File: src/rtl/serial_add_sub.sv
// rtl/serial_add_sub.sv - multi-cycle add/subtract, CHUNK bits per clock through a ripple chain
module serial_add_sub #(
  parameter int WIDTH = 8,
  parameter int CHUNK = 1
) (
  input  logic             clk,
  input  logic             rst,
  input  logic             start,
  input  logic             sub,
  input  logic [WIDTH-1:0] a,
  input  logic [WIDTH-1:0] b,
  output logic             busy,
  output logic             done,
  output logic [WIDTH-1:0] sum,
  output logic             co,
  output logic             ovf
);

  localparam int N  = WIDTH / CHUNK;
  localparam int CW = (N > 1) ? $clog2(N) : 1;

  typedef enum logic [1:0] {IDLE, RUN, FIN} state_t;

  state_t           state, state_next;
  logic [WIDTH-1:0] op_a, op_b, res_sh, res_next;
  logic             carry;
  logic [CW-1:0]    cnt;
  logic [CHUNK:0]   c;
  logic [CHUNK-1:0] s;
  logic             accept, last;

  // Ripple chain of full-adder cells; c[CHUNK-1] is the carry into the operand MSB on the last chunk.
  assign c[0] = carry;
  for (genvar i = 0; i < CHUNK; i++) begin : g_fa
    assign s[i]   = op_a[i] ^ op_b[i] ^ c[i];
    assign c[i+1] = (op_a[i] & op_b[i]) | (c[i] & (op_a[i] ^ op_b[i]));
  end

  if (CHUNK == WIDTH) begin : g_res_full
    assign res_next = s;
  end else begin : g_res_shift
    assign res_next = {s, res_sh[WIDTH-1:CHUNK]};
  end

  assign accept = start && (state == IDLE || state == FIN);
  assign last   = (state == RUN) && (cnt == CW'(N - 1));

  always_ff @(posedge clk) begin
    if (rst) state <= IDLE;
    else     state <= state_next;
  end

  always_comb begin
    state_next = state;
    busy       = 1'b0;
    done       = 1'b0;
    case (state)
      IDLE: if (start) state_next = RUN;
      RUN: begin
        busy = 1'b1;
        if (last) state_next = FIN;
      end
      FIN: begin
        done       = 1'b1;
        state_next = start ? RUN : IDLE;
      end
      default: state_next = IDLE;
    endcase
  end

  always_ff @(posedge clk) begin
    if (rst) begin
      op_a   <= '0;
      op_b   <= '0;
      res_sh <= '0;
      carry  <= 1'b0;
      cnt    <= '0;
      sum    <= '0;
      co     <= 1'b0;
      ovf    <= 1'b0;
    end else if (accept) begin
      op_a  <= a;
      op_b  <= sub ? ~b : b;
      carry <= sub;
      cnt   <= '0;
    end else if (state == RUN) begin
      op_a   <= op_a >> CHUNK;
      op_b   <= op_b >> CHUNK;
      carry  <= c[CHUNK];
      cnt    <= cnt + 1'b1;
      res_sh <= res_next;
      // Results are published only here so partial sums never appear on the outputs.
      if (last) begin
        sum <= res_next;
        co  <= c[CHUNK];
        ovf <= c[CHUNK-1] ^ c[CHUNK];
      end
    end
  end

endmodule

File: config.mk
export PLATFORM = sky130hd
export DESIGN_NAME = serial_add_sub
export DESIGN_NICKNAME = d
export VERILOG_FILES = /design/src/rtl/serial_add_sub.sv
export SDC_FILE = /design/constraint.sdc
export NUM_CORES = 1
export LEC_CHECK = 0
export BUFFER_PORTS_ARGS = -buffer_cell sky130_fd_sc_hd__buf_4
export CAP_MARGIN = 40
export CORE_UTILIZATION = 48
export CTS_BUF_LIST = sky130_fd_sc_hd__clkbuf_4 sky130_fd_sc_hd__clkbuf_8 sky130_fd_sc_hd__clkbuf_16
export CTS_CLUSTER_DIAMETER = 50
export CTS_CLUSTER_SIZE = 16
export DETAILED_ROUTE_END_ITERATION = 7
export PLACE_DENSITY = 0.74
export SLEW_MARGIN = 20
export SYNTH_ARGS = -nofsm -noshare
export SYNTH_HDL_FRONTEND = slang
export SYNTH_SLANG_ARGS = --single-unit
File: constraint.sdc
create_clock -name clk -period 1.3 [get_ports clk]
set_input_delay 0.065 -clock clk [delete_from_list [all_inputs] [get_ports clk]]
set_output_delay 0.065 -clock clk [all_outputs]
set_load 0.01 [all_outputs]
==> results of run 1 <==
-- cell families (layout without fill, tap and decap cells) --
| logic type | after synthesis | count (layout) | share of synthesized area |
|---|---|---|---|
| fa+ha+maj | 3 | 3 | 0.0276 |
| mux | 3 | 3 | 0.0184 |
| xor+xnor | 10 | 10 | 0.0537 |
| simple gates | 72 | 73 | 0.199 |
| compound gates | 41 | 41 | 0.149 |
| flops | 39 | 39 | 0.479 |
| buf+inv | 16 | 48 | 0.0737 |
-- layout make-up --
| class | instances | area (um^2) | share of cell area |
|---|---|---|---|
| sequential | 39 | 786 | 0.384 |
| timing repair buffer | 39 | 350 | 0.171 |
| tap | 44 | 55.1 | 0.0269 |
| multi-input combinational | 130 | 782 | 0.382 |
| clock buffer | 6 | 51.3 | 0.0251 |
| timing repair inverter | 1 | 6.26 | 0.00306 |
| inverter | 1 | 11.3 | 0.00550 |
| clock inverter | 1 | 5.00 | 0.00244 |
-- worst reg2reg max path, delay by kind of cell (launching register included) --
kind | cells | cell delay, ns
buffers and inverters | 1 | 0.18
flip-flops | 1 | 0.35
AND/OR/NAND/NOR | 2 | 0.24
adder cells (fa/ha/maj) | 2 | 0.32
AO/OA/AOI/OAI | 1 | 0.12
-- flip-flops by register name, indices dropped and copies added (netlist names) --
register and flops:
op_a 8, op_b 8, sum 8, res_sh 7
cnt 3, state 2, carry 1, co 1
ovf 1
-- per-layer routing --
| layer | part of all wire | global-route usage | vias to the layer above |
|---|---|---|---|
| met2 | 0.50 | 0.344 | 31 |
| met3 | 0.045 | 0.0649 | 5 |
| met1 | 0.43 | 0.232 | 673 |
| met5 | 0 | 0 | - |
| met4 | 0.018 | 0.0897 | 0 |
| li1 | - | - | 704 |
-- path summary, 6_finish.rpt --
check / to / slack, ns / depth (start not counted)
hold / removal: op_b[7] / 0.01 / 4
setup reg to reg: co / 0.03 / 6
hold reg to reg: sum[7] / 0.46 / 2
setup / recovery: co / 0.03 / 6
-- Yosys cell counts --
cell,instances,area [um^2]
sky130_fd_sc_hd__a22oi_1,7,52.6
sky130_fd_sc_hd__a211oi_1,1,7.51
sky130_fd_sc_hd__and3b_1,1,8.76
sky130_fd_sc_hd__xor2_1,8,70.1
sky130_fd_sc_hd__xnor2_1,2,17.5
sky130_fd_sc_hd__buf_4,2,15.0
sky130_fd_sc_hd__o21a_1,1,7.51
sky130_fd_sc_hd__nand2_1,37,139
sky130_fd_sc_hd__nand3b_1,1,7.51
sky130_fd_sc_hd__dfxtp_1,39,781
sky130_fd_sc_hd__buf_6,4,45.0
sky130_fd_sc_hd__nor2b_1,2,12.5
sky130_fd_sc_hd__a21oi_1,24,120
sky130_fd_sc_hd__nor3_1,15,75.1
sky130_fd_sc_hd__buf_8,1,15.0
sky130_fd_sc_hd__inv_6,1,8.76
sky130_fd_sc_hd__a311oi_1,2,17.5
sky130_fd_sc_hd__mux2i_1,3,30.0
sky130_fd_sc_hd__nor2_1,5,18.8
sky130_fd_sc_hd__clkbuf_1,3,11.3
sky130_fd_sc_hd__fa_1,1,20.0
sky130_fd_sc_hd__nand3_1,8,40.0
sky130_fd_sc_hd__ha_1,2,25.0
sky130_fd_sc_hd__o22ai_1,6,37.5
sky130_fd_sc_hd__nor3_2,1,10.0
sky130_fd_sc_hd__nand2b_1,2,12.5
sky130_fd_sc_hd__buf_2,5,25.0
-- what timing repair did --
action / 4_1_cts / 5_1_grt
endpoints found under the hold margin: 1 / 0
hold buffers: 1 / 0
cloned: 1 / 2
pin swaps: 1 / 2
resized for setup: 7 / 9
endpoints found under the setup margin: 11 / 16
-- power groups by stage --
stage	logic, mW	registers (mW)	clock network (mW)
finish	0.335	1.29	0.619
global route	0.369	1.30	0.689
CTS	0.333	1.29	0.639
detailed placement	0.323	1.31	0
global placement	0.312	1.31	0
floorplan	0.239	1.31	0
-- metrics by stage --
| stage | hold WS (ns) | setup WS, ns | utilization |
|---|---|---|---|
| after CTS | 0.00345 | 0.00170 | 0.630 |
| after floorplan | 0.246 | 0.0246 | - |
| after detailed placement | 0.375 | -0.0955 | 0.604 |
| final | 0.0118 | 0.0264 | 0.654 |
| after global placement | 0.357 | -0.0382 | 0.604 |
| after global routing | 0.0234 | -0.0191 | 0.654 |
==> impl_summary.md, run 1 <==
Final layout
From synthesis to final layout, the design area changed by 25.6%. Leaving out fill and tap cells, the most frequent cell in the layout is sky130_fd_sc_hd__nand2_1. The filler cells instantiated in the layout total between 200 and 300. The number of standard cells in the layout, taps in and fillers out is ~260.

In the layout the commonest cells are 37 x sky130_fd_sc_hd__nand2_1, 35 x sky130_fd_sc_hd__dfxtp_1, 34 x sky130_fd_sc_hd__buf_4, 22 x sky130_fd_sc_hd__a21oi_1, 15 x sky130_fd_sc_hd__nor3_1. The share of post-route cells with drive strength above 1 is 0.272. The count of antenna diodes in the layout is 0. The post-route standard cell area excluding fillers is 2050 um^2. The net count reported at finish is 240.

Yosys
The portion of the post-synthesis area used by sequential elements is 0.479. The synthesized netlist occupies a cell area of 1630 um^2. The net count after synthesis is slightly above 200. The cell count after synthesis is between 150 and 200. The number of register bits inferred by synthesis is 39. Dividing the synthesized area by the synthesized cell count gives 8.86 um^2. The count of unique library cells instantiated by Yosys is 27. The number of warnings printed during yosys synthesis is 0.

Run status
The run finished with clean final reports.

Floorplan
The die outline height is ~60 um. The floorplan step set the die width to between 60 and 70 um. The floorplan has 20 rows. For this configuration, the core starts out at a cell density of 0.521. 32 I/O pins were placed. The total area inside the core boundary comes to approximately 3100 um^2. The die covers 3630 um^2.

Placed design
The placed instance count is 250. The area after detailed placement is around 1900 um^2. The count of port buffers added during placement is 31. At the end of routability-driven placement, the weighted congestion stood at 0.741. The final HPWL from detailed placement is between 2 and 2.5 mm.

Clock network
The clock tree from TritonCTS is done. The later pin in the worst-skew pair is clocked with a latency of 0.35 ns. The number of clock sinks is 39.

In this run the deepest clock path goes through 2 buffers. The total clock buffers created by CTS is 5. The H-tree generated during clock tree synthesis spans 2 levels. The clock transition at the register clock pins on the worst setup and hold paths after CTS is ~0.11 ns. The root buffer cell is sky130_fd_sc_hd__clkbuf_4. In this run the post-CTS setup repair buffer count came out at 0.

Route
The post-detailed-route wirelength per cell is 13.3 um. After detailed routing, the number of remaining DRC violations is 0. The violation count after the first detailed-routing iteration is 53. The first-pass iteration count of the detailed router is 4. Dividing the detail-routed via count by the number of cells gives around 5.4. The remaining antenna violation count is 0.

For this block, the routed nets add up to 3.46 mm of wire. The via total after detailed routing is about 1400.

Power and ir drop
The switching power is just under 0.6 mW. The sequential power share is 0.575. The maximum VDD drop is about 640 uV. The clock network fraction of design power is 0.276.

Of the total power, the share spent switching nets is 0.260. The part of the total power dissipated in combinational logic is 0.149. The completed layout was analyzed and its total power is around 2.2 mW. The internal power of the cells totals about 1.7 mW. The total power per unit cell area is 1100 nW/um^2. The static power due to leakage is approximately 0.80 nW.

STA
At the pin with the least slew margin, the transition time is 0.423 ns. The final cycle utilization of the critical path is 0.980. The final setup TNS is 0 ns. The final critical path time including I/O delays and setup is between 1 and 1.5 ns.

The count of final hold-check violations is 0. The worst max-slew margin expressed relative to the limit is 0.718. Derived from the worst setup path, the maximum achievable clock frequency is about 0.79 GHz. The final-report max-slew violation count is 0. The total setup violations reported at the end of the flow is 0.

The setup skew after layout is between 0.009 and 0.01 ns.

Hold path
The launch point of the worst hold path is b[7]. The path class of the tightest hold or removal check is in -> reg.

Setup path
The required time of the critical path is roughly 1.6 ns. In this run the critical register-to-register path is launched from cnt[0]. In this design, the critical path's most frequently occurring cell is sky130_fd_sc_hd__ha_4. The maximum single-stage delay on the critical path is about 0.35 ns. Of all nets on the critical path, the largest fanout is 5. Traced cell by cell, the critical path runs through ha_4 -> ha_4 -> nand3b_1 -> clkbuf_16 -> nand2_1 -> a21oi_1.

Broken down by cell family, the worst path's largest delay share belongs to flip-flops. The combined buffer and inverter count along the critical path is 1. STA classifies the critical path startpoint as a flop.

The worst setup path startpoint is cnt[0]. The worst-path cell with the longest stage delay is sky130_fd_sc_hd__dfxtp_2. The critical path is of the reg -> reg type. The worst path arrival time is ~1.6 ns. The type of destination of the critical path is a flop.

GRT
The first global-routing pass estimated about 5.3 mm of wire. The global-route usage over all layers is 0.203. The total congestion overflow is 0.

Entering global routing, the biggest net connects 40 pins. The number of global-route vias before repair is around 1200. The initial antenna violation count is 0.

Run
Across the run, the number of max-cap violations was 0.
Note: power is estimated with default switching activity, not from simulation.
==> run 2, diff against run 1 <==
Settings changed: CORE_UTILIZATION 48 to 35, PLACE_DENSITY 0.74 to default.
==> impl_summary.md, run 2 (synthesis results as in run 1) <==
Clock network
The clock tree from TritonCTS is done (unchanged). The total clock buffers created by CTS is 5 (unchanged). The number of clock sinks was 39 (unchanged). The maximum count of clock buffers along a single path was 2 (unchanged). The total number of H-tree levels was 2 (unchanged). The number of buffers inserted by post-CTS setup repair was 0 (unchanged).

The clock transition at the register clock pins on the worst setup and hold paths after CTS was 0.07 ns (was 0.11 ns). The root buffer cell is sky130_fd_sc_hd__clkbuf_8 (was sky130_fd_sc_hd__clkbuf_4). The clock latency on the worst-skew pair came to 0.29 ns (was 0.35 ns).

STA
The final setup TNS is 0 ns (unchanged). The setup skew after layout is 0.00269 ns (was 0.00926 ns). The count of final hold-check violations was 0 (unchanged). Setup repair after global routing left no endpoint under its margin. The maximum frequency from static timing analysis was 0.799 GHz (was 0.785 GHz). The final-report max-slew violation count is 0 (unchanged). The worst max-slew margin expressed relative to the limit was 0.721 (was 0.718). The final cycle utilization of the critical path is 0.963 (was 0.980). The total setup violations reported at the end of the flow came to 0 (unchanged). The worst path setup slack after routing is 0.0478 ns (was 0.0264 ns).

The pin slew with the least headroom to its limit was 0.418 ns (was 0.423 ns). The final critical path time including I/O delays and setup came to 1.25 ns (was 1.27 ns).

Power and ir drop
The total power per unit cell area was 1230 nW/um^2 (was 1100 nW/um^2). The static power due to leakage is 0.811 nW (was 0.798 nW). The total power consumption of the routed design was 2.56 mW (was 2.25 mW). The maximum VDD drop came to 461 uV (was 644 uV).

Hold path
The class of the tightest hold or removal check is in -> reg (unchanged). The launch point of the worst hold path is b[7] (unchanged).

Route
The via total after detailed routing is 1370 (was 1413). The total routed wirelength is 3.54 mm (was 3.46 mm). The first-pass iteration count of the detailed router came to 4 (unchanged). The remaining antenna violation count was 0 (unchanged). The post-detailed-route wirelength per cell came to 13.1 um (was 13.3 um). The per-cell via count in the routed design is 5.06 (was 5.41). The violation count after the first detailed-routing iteration is 79 (was 53).

The DRC violation count after routing was 0 (unchanged).

Final layout
The count of antenna diodes in the layout came to 0 (unchanged). Highest-count cells in the layout ignoring fill and taps: 39 x sky130_fd_sc_hd__buf_4, 37 x sky130_fd_sc_hd__nand2_1, 35 x sky130_fd_sc_hd__dfxtp_1, 24 x sky130_fd_sc_hd__a21oi_1, 15 x sky130_fd_sc_hd__nor3_1 (was 37 x sky130_fd_sc_hd__nand2_1, 35 x sky130_fd_sc_hd__dfxtp_1, 34 x sky130_fd_sc_hd__buf_4, 22 x sky130_fd_sc_hd__a21oi_1, 15 x sky130_fd_sc_hd__nor3_1). The area growth from synthesis to layout is 27.1% (was 25.6%).

The share of post-route cells with drive strength above 1 is 0.283 (was 0.272). The most common library cell in the layout ignoring fill and taps is sky130_fd_sc_hd__buf_4 (was sky130_fd_sc_hd__nand2_1). Largest registers: op_a x8, op_b x8, sum x8 (unchanged). The net count reported at finish came to 241 (was 240).

Floorplan
The horizontal extent of the die is 70.3 um (was 60.3 um). The area inside the core boundary is 4410 um^2 (was 3130 um^2). The count of standard-cell rows is 24 (was 20). The total I/O pin count is 32 (unchanged). The area enclosed by the die boundary is 4940 um^2 (was 3630 um^2).

The die outline height is 70.3 um (was 60.3 um). The starting utilization of the core area is 0.369 (was 0.521).

GRT
The global-route usage over all layers is 0.157 (was 0.203). The initial antenna violation count is 0 (unchanged). The number of global-route vias before repair is 1272 (was 1226). The global-route wire length before repair is 6.01 mm (was 5.31 mm). The total congestion overflow came to 0 (unchanged). The largest net degree at the start of global routing is 40 (unchanged).

Setup path
The start-to-end type of the worst setup path was reg -> out (was reg -> reg). The kind of start point of the critical path is a flop (unchanged). The maximum net fanout on the critical path is 13 (was 5). The worst setup path startpoint is state[1] (was cnt[0]). The worst reg2reg path startpoint is cnt[0] (unchanged). The required time of the critical path was 1.24 ns (was 1.59 ns). The type of destination of the critical path is a primary output (was flop).

The worst path arrival time is 1.19 ns (was 1.56 ns).

Placed design
The count of port buffers added during placement is 31 (unchanged). The pre-CTS setup slack is -0.158 ns (was -0.0955 ns). The final HPWL from detailed placement is 2.09 mm (was 2.19 mm). The final RePlAce weighted congestion is 0.705 (was 0.741).

Run
The number of max-cap violations is 0 (unchanged).

Run status
Status: complete, no violations (unchanged).
[run 2: changes by cell type in the layout (fill, tap and decap cells not counted), sizes merged]
cell,previous run,this run
inv,2,1
buf,37,40
dlygate4sd3,1,0
clkbuf,7,8
clkinv,1,0
bufinv,0,1
[run 2: final timing paths]
kind,end,slack [ns],depth (start not counted)
max,busy,0.05,3
min,op_b[7],0.06,4
max reg2reg,ovf,0.05,5
min reg2reg,sum[0],0.45,2
[run 2: cell type report]
class / count / area, um^2
multi-input combinational: 130 / 778
clock buffer: 8 / 104
sequential: 39 / 788
timing repair inverter: 1 / 6.26
fill: 437 / 2340
timing repair buffer: 40 / 313
inverter: 1 / 17.5
tap: 52 / 65.1
[run 2: report_power, final]
group          total [mW]  leakage, nW  internal (mW)  switching, mW
Sequential           1.29        0.320           1.25         0.0412
Clock               0.920       0.0549          0.505          0.415
Combinational       0.345        0.437          0.171          0.175
[run 2: critical path, stage by stage, from the launching register on]
cell                       delay, ns
sky130_fd_sc_hd__dfxtp_2        0.37
sky130_fd_sc_hd__nand2b_4       0.17
sky130_fd_sc_hd__bufinv_8       0.22
sky130_fd_sc_hd__buf_4          0.14
[run 2: timing repair]
item | 4_1_cts | 5_1_grt
hold buffers | 0 | 0
resized for setup | 7 | 8
hold endpoints to repair | 0 | 0
gates cloned | 2 | 0
endpoints found under the setup margin | 11 | 12
[run 2: routing by layer]
layer / vias up / share of wire / global-route usage
met1: 631 / 0.49 / 0.207
met2: 28 / 0.44 / 0.236
li1: 704 / - / -
met4: 0 / 0.021 / 0.0800
met3: 7 / 0.043 / 0.0390
met5: - / 0 / 0
[run 2: metrics by stage]
step	hold WS, ns	std cells	cell area (um^2)	utilization
detailed placement	0.368	261	1900	0.430
CTS	0.0569	271	2040	0.462
finish	0.0594	271	2070	0.469
global placement	0.356	261	1900	0.430
global route	0.0707	271	2070	0.469
floorplan	0.246	184	1630	-
==> run 3, diff against run 2 <==
Settings changed: BUFFER_PORTS_ARGS -buffer_cell sky130_fd_sc_hd__buf_4 to -buffer_cell sky130_fd_sc_hd__buf_2.
==> impl_summary.md, run 3 (synthesis results as in run 1) <==
Setup path
The worst-path cell with the longest stage delay is sky130_fd_sc_hd__dfxtp_2 (unchanged). The worst path arrival time came to 1.51 ns (was 1.19 ns). The required time of the critical path is 1.53 ns (was 1.24 ns).

The type of destination of the critical path is a flop (was primary output). The maximum single-stage delay on the critical path is 0.34 ns (was 0.37 ns). Among the stages of the critical path, the cell type that occurs most often is sky130_fd_sc_hd__ha_4. The maximum net fanout on the critical path came to 5 (was 13).

Crit-path cells: ha_4 -> ha_4 -> nand3b_1 -> clkbuf_16 -> nand2_1 -> a21oi_2 (was nand2b_4 -> bufinv_8 -> buf_4). The logic depth of the worst register-to-register path is 6 (was 5). The minimum setup slack among reg-to-reg paths is 0.02 ns (was 0.05 ns). The kind of start point of the critical path is a flop (unchanged).

The worst reg2reg path startpoint is cnt[0] (unchanged). The capture instance of the worst register-to-register path is sum[7] (was ovf). The start-to-end type of the worst setup path is reg -> reg (was reg -> out).

GRT
The largest net degree at the start of global routing is 40 (unchanged). The total congestion overflow is 0 (unchanged). The number of global-route vias before repair is 1292 (was 1272). The global-route usage over all layers is 0.149 (was 0.157). The global-route wire length before repair is 5.84 mm (was 6.01 mm). The initial antenna violation count is 0 (unchanged).

Clock network
The number of clock sinks is 39 (unchanged). The maximum count of clock buffers along a single path is 2 (unchanged). The clock latency on the worst-skew pair is 0.29 ns (about the same). The clock transition at the register clock pins on the worst setup and hold paths after CTS is 0.08 ns (was 0.07 ns). The hold-fix buffer count after cts is 0 (unchanged). The root buffer cell is sky130_fd_sc_hd__clkbuf_8 (unchanged). The total clock buffers created by CTS came to 5 (unchanged). The clock tree from TritonCTS is done (unchanged).

The total number of H-tree levels came to 2 (unchanged).

STA
RSZ-0062 raised after global routing: true (was false). The worst max-slew margin expressed relative to the limit is 0.832 (was 0.721). The final-report max-slew violation count came to 0 (unchanged). The worst path setup slack after routing is 0.0194 ns (was 0.0478 ns). The setup skew after layout is 0.00443 ns (was 0.00269 ns). The maximum frequency from static timing analysis is 0.781 GHz (was 0.799 GHz). The final setup TNS came to 0 ns (unchanged). The final cycle utilization of the critical path is 0.985 (was 0.963). The count of final hold-check violations was 0 (unchanged). The pin slew with the least headroom to its limit is 0.251 ns (was 0.418 ns). The final critical path time including I/O delays and setup is 1.28 ns (was 1.25 ns).

The total setup violations reported at the end of the flow is 0 (unchanged).

Hold path
The launch point of the worst hold path was a[6] (was b[7]). The destination of the worst hold path is op_a[6] (was op_b[7]). The class of the tightest hold or removal check was in -> reg (unchanged).

The worst hold path depth is 3 (was 4).

Power and ir drop
The maximum VDD drop is 510 uV (was 461 uV). The total power per unit cell area is 1280 nW/um^2 (was 1230 nW/um^2). The static power due to leakage is 0.828 nW (was 0.811 nW).

Floorplan
The area inside the core boundary is 4410 um^2 (unchanged). The horizontal extent of the die was 70.3 um (unchanged). The starting utilization of the core area is 0.369 (unchanged). The count of standard-cell rows is 24 (unchanged). The area enclosed by the die boundary is 4940 um^2 (unchanged). The total I/O pin count was 32 (unchanged). The die outline height is 70.3 um (unchanged).

Placed design
The final HPWL from detailed placement is 2.05 mm (was 2.09 mm). The count of port buffers added during placement is 31 (unchanged). The pre-CTS setup slack was -0.138 ns (was -0.158 ns).

The final RePlAce weighted congestion is 0.708 (was 0.705).

Route
The first-pass iteration count of the detailed router was 4 (unchanged). The total routed wirelength came to 3.37 mm (was 3.54 mm). The per-cell via count in the routed design is 5.04 (was 5.06). The DRC violation count after routing is 0 (unchanged). The violation count after the first detailed-routing iteration was 76 (was 79).

The remaining antenna violation count is 0 (unchanged). The post-detailed-route wirelength per cell is 12.3 um (was 13.1 um). The via total after detailed routing is 1377 (was 1370).

Final layout
Highest-count cells in the layout ignoring fill and taps: 35 x sky130_fd_sc_hd__dfxtp_1, 34 x sky130_fd_sc_hd__nand2_1, 31 x sky130_fd_sc_hd__buf_2, 21 x sky130_fd_sc_hd__a21oi_1, 15 x sky130_fd_sc_hd__nor3_1 (was 39 x sky130_fd_sc_hd__buf_4, 37 x sky130_fd_sc_hd__nand2_1, 35 x sky130_fd_sc_hd__dfxtp_1, 24 x sky130_fd_sc_hd__a21oi_1, 15 x sky130_fd_sc_hd__nor3_1). The most common library cell in the layout ignoring fill and taps is sky130_fd_sc_hd__dfxtp_1 (was sky130_fd_sc_hd__buf_4). The net count reported at finish is 243 (was 241). Largest registers: op_a x8, op_b x8, sum x8 (unchanged).

The area growth from synthesis to layout came to 27.8% (was 27.1%). The share of post-route cells with drive strength above 1 was 0.312 (was 0.283). The final core area utilization was 0.472 (was 0.469).

The count of antenna diodes in the layout came to 0 (unchanged).

Run
The number of max-cap violations is 0 (unchanged).

Run status
Status: complete, no violations (unchanged).
-- run 3: cell count changes in the layout (fill, tap and decap cells not counted), sizes merged --
cell,change
buf,+2
clkbuf,-1
clkinv,+1
-- run 3: metrics by stage --
step                      cell area [um^2]  cells  hold slack (ns)  power (mW)
final                                 2080    273           0.0507        2.66
after global routing                  2080    273           0.0742        2.78
after CTS                             2000    272           0.0453        2.68
after detailed placement              1840    261            0.363        1.63
after global placement                1840    261            0.357        1.63
after floorplan                       1630    184            0.246        1.54
-- run 3: metal layers --
layer	vias to the layer above	part of all wire	wire, um	global-route usage
li1	711	-	-	-
met1	630	0.48	1630	0.192
met2	30	0.45	1520	0.231
met3	6	0.046	156	0.0433
met4	0	0.018	60	0.0667
met5	-	0	0	0
-- run 3: worst max path at each step --
stage                        start  endpoint  slack [ns]  cells after the start
final                       cnt[0]    sum[7]        0.02                      6
after global routing        cnt[1]    sum[1]       -0.04                      6
after CTS                 state[1]      busy        0.01                      4
after detailed placement    cnt[0]       ovf       -0.14                      5
after global placement      cnt[0]       ovf       -0.07                      5
after floorplan             cnt[0]       ovf        0.02                      5
-- run 3: area by class of cell --
class	count	area (um^2)
Timing Repair Buffer	43	300
Inverter	1	20.0
Multi-Input combinational cell	130	795
Tap cell	52	65.1
Clock inverter	2	35.0
Clock buffer	6	82.6
Fill cell	441	2330
Sequential cell	39	786
-- run 3: where the power goes --
group | total, mW | internal [mW] | switching, mW | leakage (nW)
clock | 1.04 | 0.621 | 0.415 | 0.0612
combinational | 0.333 | 0.156 | 0.176 | 0.448
sequential | 1.29 | 1.25 | 0.0390 | 0.320
-- run 3: timing repair --
item	in CTS	in global routing
setup endpoints to repair	11	15
endpoints found under the hold margin	0	0
pin swaps	1	9
resized for setup	6	15
setup buffers	2	0
gates cloned	1	1
-- run 3: critical path, delay by kind of cell (launching register included) --
kind | cells | cell delay, ns
compound gates | 1 | 0.10
flops | 1 | 0.34
simple gates | 2 | 0.26
fa+ha+maj | 2 | 0.32
buf+inv | 1 | 0.20
